[config.mk]
export PLATFORM = sky130hd
export DESIGN_NAME = spider_supply_ledger
export DESIGN_NICKNAME = d
export VERILOG_FILES = /design/src/rtl/spider_supply_ledger.sv
export SDC_FILE = /design/constraint.sdc
export NUM_CORES = 1
export LEC_CHECK = 0
export ABC_AREA = 1
export BUFFER_PORTS_ARGS = -buffer_cell sky130_fd_sc_hd__buf_2
export CAP_MARGIN = 20
export CORE_MARGIN = 3
export CORE_UTILIZATION = 60
export DETAILED_ROUTE_END_ITERATION = 8
export GPL_ROUTABILITY_DRIVEN = 0
export PLACE_DENSITY_LB_ADDON = 0.05
export SLEW_MARGIN = 0
export SYNTH_ARGS = -nofsm -noshare
export SYNTH_HDL_FRONTEND = slang
export SYNTH_SLANG_ARGS = --single-unit
[constraint.sdc]
create_clock -name clk -period 6.09 [get_ports clk]
set_input_delay 0.609 -clock clk [delete_from_list [all_inputs] [get_ports clk]]
set_output_delay 0.609 -clock clk [all_outputs]
set_load 0.05 [all_outputs]
[src/rtl/spider_supply_ledger.sv]
// -----------------------------------------------------------------------------
// spider_supply_ledger
//
// Purpose:
//   Resource ledger for the spider gadget blocks. A request carries web, energy
//   and tracer demands. The ledger checks them against the three on-suit
//   reservoirs. It either grants the request and debits all three reservoirs at
//   once, or denies it and leaves every reservoir untouched. Energy recharges
//   slowly over time. Web and tracers are restocked by refill pulses.
//
// Configuration macro:
//   SPIDER_SUPPLY_RECHARGE_EN
//     Defined   : a free-running counter adds +1 energy every RECHARGE_PERIOD
//                 cycles, saturating at ENERGY_MAX.
//     Undefined : no counter is built. RECHARGE_PERIOD is not declared, and
//                 energy changes only on a debit or a reset.
//
// Ports:
//   clk            in   rising-edge clock
//   reset          in   asynchronous, active-high reset
//   req            in   request strobe, sampled only while idle
//   webNeeded      in   [3:0] web demand
//   energyNeeded   in   [7:0] energy demand
//   tracersNeeded  in   [5:0] tracer demand
//   refill_web     in   pulse: web level := WEB_MAX (wins over a debit)
//   refill_tracers in   pulse: tracer level := TRACER_MAX (wins over a debit)
//   busy           out  high while a request is in flight
//   grant          out  one-cycle pulse: request accepted and debited
//   deny           out  one-cycle pulse: request rejected, nothing debited
//   webLevel       out  [3:0] current web reservoir
//   energyLevel    out  [7:0] current energy reservoir
//   tracerLevel    out  [5:0] current tracer reservoir
// -----------------------------------------------------------------------------
`timescale 1ns/1ps

module spider_supply_ledger #(
    parameter int WEB_MAX    = 15,
    parameter int ENERGY_MAX = 255,
    parameter int TRACER_MAX = 63
`ifdef SPIDER_SUPPLY_RECHARGE_EN
    ,
    parameter int RECHARGE_PERIOD = 16
`endif
) (
    input  logic       clk,
    input  logic       reset,
    input  logic       req,
    input  logic [3:0] webNeeded,
    input  logic [7:0] energyNeeded,
    input  logic [5:0] tracersNeeded,
    input  logic       refill_web,
    input  logic       refill_tracers,
    output logic       busy,
    output logic       grant,
    output logic       deny,
    output logic [3:0] webLevel,
    output logic [7:0] energyLevel,
    output logic [5:0] tracerLevel
);

    typedef enum logic [1:0] {
        IDLE,
        CHECK,
        RESPOND
    } state_t;

    localparam logic [3:0] WEB_FULL    = 4'(WEB_MAX);
    localparam logic [7:0] ENERGY_FULL = 8'(ENERGY_MAX);
    localparam logic [5:0] TRACER_FULL = 6'(TRACER_MAX);

    state_t     state_q;
    logic       busy_q;
    logic       grant_q;
    logic       deny_q;
    logic [3:0] w_req_q;
    logic [7:0] e_req_q;
    logic [5:0] t_req_q;
    logic [3:0] web_q;
    logic [3:0] web_d;
    logic [7:0] energy_q;
    logic [7:0] energy_d;
    logic [5:0] tracer_q;
    logic [5:0] tracer_d;

    logic       ok;
    logic       debit;
    logic       tick;
    logic [8:0] energy_sum;

    // -------------------------------------------------------------------------
    // Recharge tick: one pulse every RECHARGE_PERIOD cycles.
    // -------------------------------------------------------------------------
`ifdef SPIDER_SUPPLY_RECHARGE_EN
    localparam int RC_W = (RECHARGE_PERIOD > 2) ? $clog2(RECHARGE_PERIOD) : 1;
    localparam logic [RC_W-1:0] RC_LAST = RC_W'(RECHARGE_PERIOD - 1);

    logic [RC_W-1:0] rc_q;

    assign tick = (rc_q == RC_LAST);

    always_ff @(posedge clk or posedge reset) begin
        if (reset) begin
            rc_q <= '0;
        end else begin
            rc_q <= tick ? '0 : rc_q + RC_W'(1);
        end
    end
`else
    assign tick = 1'b0;
`endif

    // -------------------------------------------------------------------------
    // Next reservoir levels. The ok check uses the levels as they stand now,
    // which are the pre-tick and pre-refill values.
    // -------------------------------------------------------------------------
    always_comb begin
        ok    = (web_q >= w_req_q) && (energy_q >= e_req_q) && (tracer_q >= t_req_q);
        debit = (state_q == CHECK) && ok;

        // A refill overrides a coincident debit. The level lands at MAX.
        web_d    = refill_web     ? WEB_FULL    : (debit ? web_q - w_req_q : web_q);
        tracer_d = refill_tracers ? TRACER_FULL : (debit ? tracer_q - t_req_q : tracer_q);

        // A debit only happens when energy_q >= e_req_q, so the subtraction
        // cannot wrap. The ninth bit catches the +1 tick when energy is full.
        energy_sum = {1'b0, energy_q}
                   - (debit ? {1'b0, e_req_q} : 9'd0)
                   + {8'd0, tick};
        energy_d   = (energy_sum > {1'b0, ENERGY_FULL}) ? ENERGY_FULL : energy_sum[7:0];
    end

    // -------------------------------------------------------------------------
    // Control FSM and all registered state
    // -------------------------------------------------------------------------
    // NOTE: every state register is updated with non-blocking assignments. That
    // way, all reads in this block see the values from before the edge,
    // regardless of statement order.
    always_ff @(posedge clk or posedge reset) begin
        if (reset) begin
            state_q  <= IDLE;
            busy_q   <= 1'b0;
            grant_q  <= 1'b0;
            deny_q   <= 1'b0;
            w_req_q  <= '0;
            e_req_q  <= '0;
            t_req_q  <= '0;
            web_q    <= WEB_FULL;
            energy_q <= ENERGY_FULL;
            tracer_q <= TRACER_FULL;
        end else begin
            web_q    <= web_d;
            energy_q <= energy_d;
            tracer_q <= tracer_d;
            grant_q  <= 1'b0;
            deny_q   <= 1'b0;

            case (state_q)
                IDLE: begin
                    if (req) begin
                        w_req_q <= webNeeded;
                        e_req_q <= energyNeeded;
                        t_req_q <= tracersNeeded;
                        state_q <= CHECK;
                        busy_q  <= 1'b1;
                    end
                end
                CHECK: begin
                    grant_q <= ok;
                    deny_q  <= ~ok;
                    state_q <= RESPOND;
                end
                RESPOND: begin
                    state_q <= IDLE;
                    busy_q  <= 1'b0;
                end
                default: begin
                    state_q <= IDLE;
                    busy_q  <= 1'b0;
                end
            endcase
        end
    end

    assign busy        = busy_q;
    assign grant       = grant_q;
    assign deny        = deny_q;
    assign webLevel    = web_q;
    assign energyLevel = energy_q;
    assign tracerLevel = tracer_q;

endmodule

==> metrics.txt <==
status finished, final reports clean; Worst Max-Slew Pin Slew 0.836 ns; Mapped Cells 306; Logic pwr share 0.568; clk sinks 41; Syn Std Cell Area around 2500 µm²; initial detailed-routing violation count 131; Nets between 400 and 500; Post-synth EDFFs 0; VDD IR max 0.319 mV; Req. time, crit path 6.32 ns; most frequent cells in the layout nand2_1 (85), inv_1 (47), buf_2 (43), ha_1 (27); Cell Rows 22; H-tree Lvls 2; Yosys reg bits between 40 and 50; wire per inst 13.3 µm; CP endpoint kind flop; sequential standard cell area 1050 µm²; Slew Viols, Final 0; hold_buf cts 0; Yosys warnings 0; I/O Pins between 40 and 50; critical path peak fanout 14; P_sw ~0.74 mW; Worst Reg-to-Reg Cells 18; Worst EP arrival 3.89 ns; Design Power 1.51 mW; Critical Path Source Type flop; pwr dens 526 nW/µm²; Top FF cell, synth dfrtp_1; FF-to-FF Start tracerLevel[0]$_DFFE_PP1P_; multi-input logic area 1260 µm²; sequential power share 0.301; initial antenna violation count 0; Post-DRT Antenna Nets 0; MaxCap Viol Count 0; skew final 0.00537 ns; Sw Ratio 0.491; Vias/cell 5.28; Internal Power a little under 0.8 mW; syn avg cell area 8.23 µm²; Die Wd between 70 and 80 µm; Setup Fix Bufs, Post-CTS 0; highest clock rate 0.273 GHz; Netlist cell types 29; final setup violation count 0; LEAKAGE about 1.5 nW; Sum Neg Setup Slack 0 ns; FILL cells 330; clock group share of total power 0.130; most common cell after layout, fill and taps aside nand2_1; DR DRC count 0; CTS tree done; Tmin final 3.66 ns; DRT Pass-1 Iters 4; P&R area growth vs syn 14.4%; root buf cell clkbuf_8; Max-slew headroom 0.439; layout cells sized above 1 0.215; via count 2123; Reg2Reg Setup Slack 2.43 ns; post_cts resized 0; Crit Path Class flop to flop; Port Buffers 43; hold slack 0.427 ns; core region area roughly 3900 µm²; Critical R2R Capture energyLevel[7]$_DFF_PP1_; clock-pin slew on the worst setup and hold paths 0.08 ns; first-pass GRT wire length approximately 9000 µm; sequential-to-total area share from yosys stat 0.417; die area around 5000 µm²; TritonCTS buffer count 5; RSZ-0062 raised after global routing false; Detail Placement HPWL 3990 µm; Clock Latency Late Sink 0.29 ns; Starting Density 0.653; GR Util met1 0.306; period utilization 0.601; Synthesized Nets 359; vias in the first global route between 2000 and 2500; met2 usage 0.372; pin count of the biggest net entering global routing 42; gr ovfl total 0; routed wire length 5350 µm; Most Crowded Layer GR met2; GR Util met3 0.0497; Die Y 70.8 µm; Tightest Hold Check Type primary input to asynchronous set/reset pin; hold violation count in the final report 0; diodes inserted 0; Total Routing Usage GR 0.227; clock buffer depth 2; Async SR Flop Fraction 1.00
## critical path, stage by stage, from the launching register on
cell      delay (ns)
dfstp_2         0.54
inv_1           0.04
ha_1            0.21
fa_1            0.43
inv_1           0.10
nand2_1         0.06
nand3_1         0.06
nor2_1          0.07
nor2_4          0.16
nand3_2         0.27
nor2_1          0.25
ha_1            0.19
inv_1           0.05
fa_1            0.41
nand3_1         0.10
nand2_1         0.11
nand4_1         0.09
o211ai_1        0.26
nand3_1         0.18
## per-layer routing
layer,share of wire,up-vias
met1,0.47,965
met4,0.013,0
met3,0.063,8
met5,0,-
li1,-,1080
met2,0.46,70
## metrics by stage
| stage | worst slack, ns | std cells | util | area [µm²] |
|---|---|---|---|---|
| after floorplan | 2.74 | 306 | - | 2520 |
| after global placement | 2.69 | 394 | 0.721 | 2780 |
| after detailed placement | 2.48 | 394 | 0.721 | 2780 |
| after CTS | 2.44 | 402 | 0.747 | 2880 |
| after global routing | 2.14 | 402 | 0.747 | 2880 |
| final | 2.43 | 402 | 0.747 | 2880 |
## Yosys cell counts, types with 2 or more instances
library cell / number / area (µm²)
nand2_1: 85 / 319
inv_1: 47 / 176
ha_1: 27 / 338
dfrtp_1: 23 / 576
o21ai_0: 23 / 115
dfstp_2: 18 / 473
nand3_1: 16 / 80.1
a21oi_1: 14 / 70.1
nor2_1: 12 / 45.0
nand4_1: 9 / 56.3
xor2_1: 4 / 35.0
clkbuf_1: 3 / 11.3
clkinv_1: 3 / 11.3
fa_1: 3 / 60.1
xnor2_1: 3 / 26.3
a21o_1: 2 / 15.0
o211ai_1: 2 / 15.0
## worst max-delay path by stage
| stage | startpoint | to | depth (start not counted) |
|---|---|---|---|
| 2_1_floorplan | webLevel[0]$_DFFE_PP1P_ | energyLevel[7]$_DFF_PP1_ | 17 |
| 3_3_place_gp | webLevel[0]$_DFFE_PP1P_ | energyLevel[7]$_DFF_PP1_ | 16 |
| 3_5_place_dp | webLevel[0]$_DFFE_PP1P_ | energyLevel[7]$_DFF_PP1_ | 16 |
| 4_1_cts | tracerLevel[0]$_DFFE_PP1P_ | energyLevel[7]$_DFF_PP1_ | 18 |
| 5_1_grt | webLevel[0]$_DFFE_PP1P_ | energyLevel[7]$_DFF_PP1_ | 16 |
| 6_report | tracerLevel[0]$_DFFE_PP1P_ | energyLevel[7]$_DFF_PP1_ | 18 |
## sequential cells by signal, summed over array words and instances, names as in the netlist, 2 cells and up
name,flops
energyLevel,8
w_req_q,4
webLevel,4
tracerLevel,6
t_req_q,6
e_req_q,8
state_q,2
## cell families after synthesis
kind of cell | count (synthesis) | synth area share
xor gates and xnor gates | 7 | 0.0244
and+or+nand+nor | 129 | 0.220
DFF | 41 | 0.416
AOI/OAI and AO/OA | 45 | 0.0979
buffers and inverters | 54 | 0.0835
adders and majority gates | 30 | 0.158
## cell type report
| type | count | area share |
|---|---|---|
| clock buffer | 7 | 0.0335 |
| timing repair buffer | 44 | 0.0774 |
| multi-input combinational | 211 | 0.437 |
| tap | 48 | 0.0209 |
| clock inverter | 1 | 0.00174 |
| sequential | 41 | 0.364 |
| inverter | 50 | 0.0652 |
## power by group through the flow
stage	clock network, mW	logic (mW)	registers, mW
after floorplan	0	0.493	0.637
after global placement	0	0.835	0.459
after detailed placement	0	0.853	0.460
after CTS	0.202	0.861	0.456
after global routing	0.215	0.961	0.468
final	0.197	0.860	0.456
No activity file was read; power rests on OpenSTA's default activity.
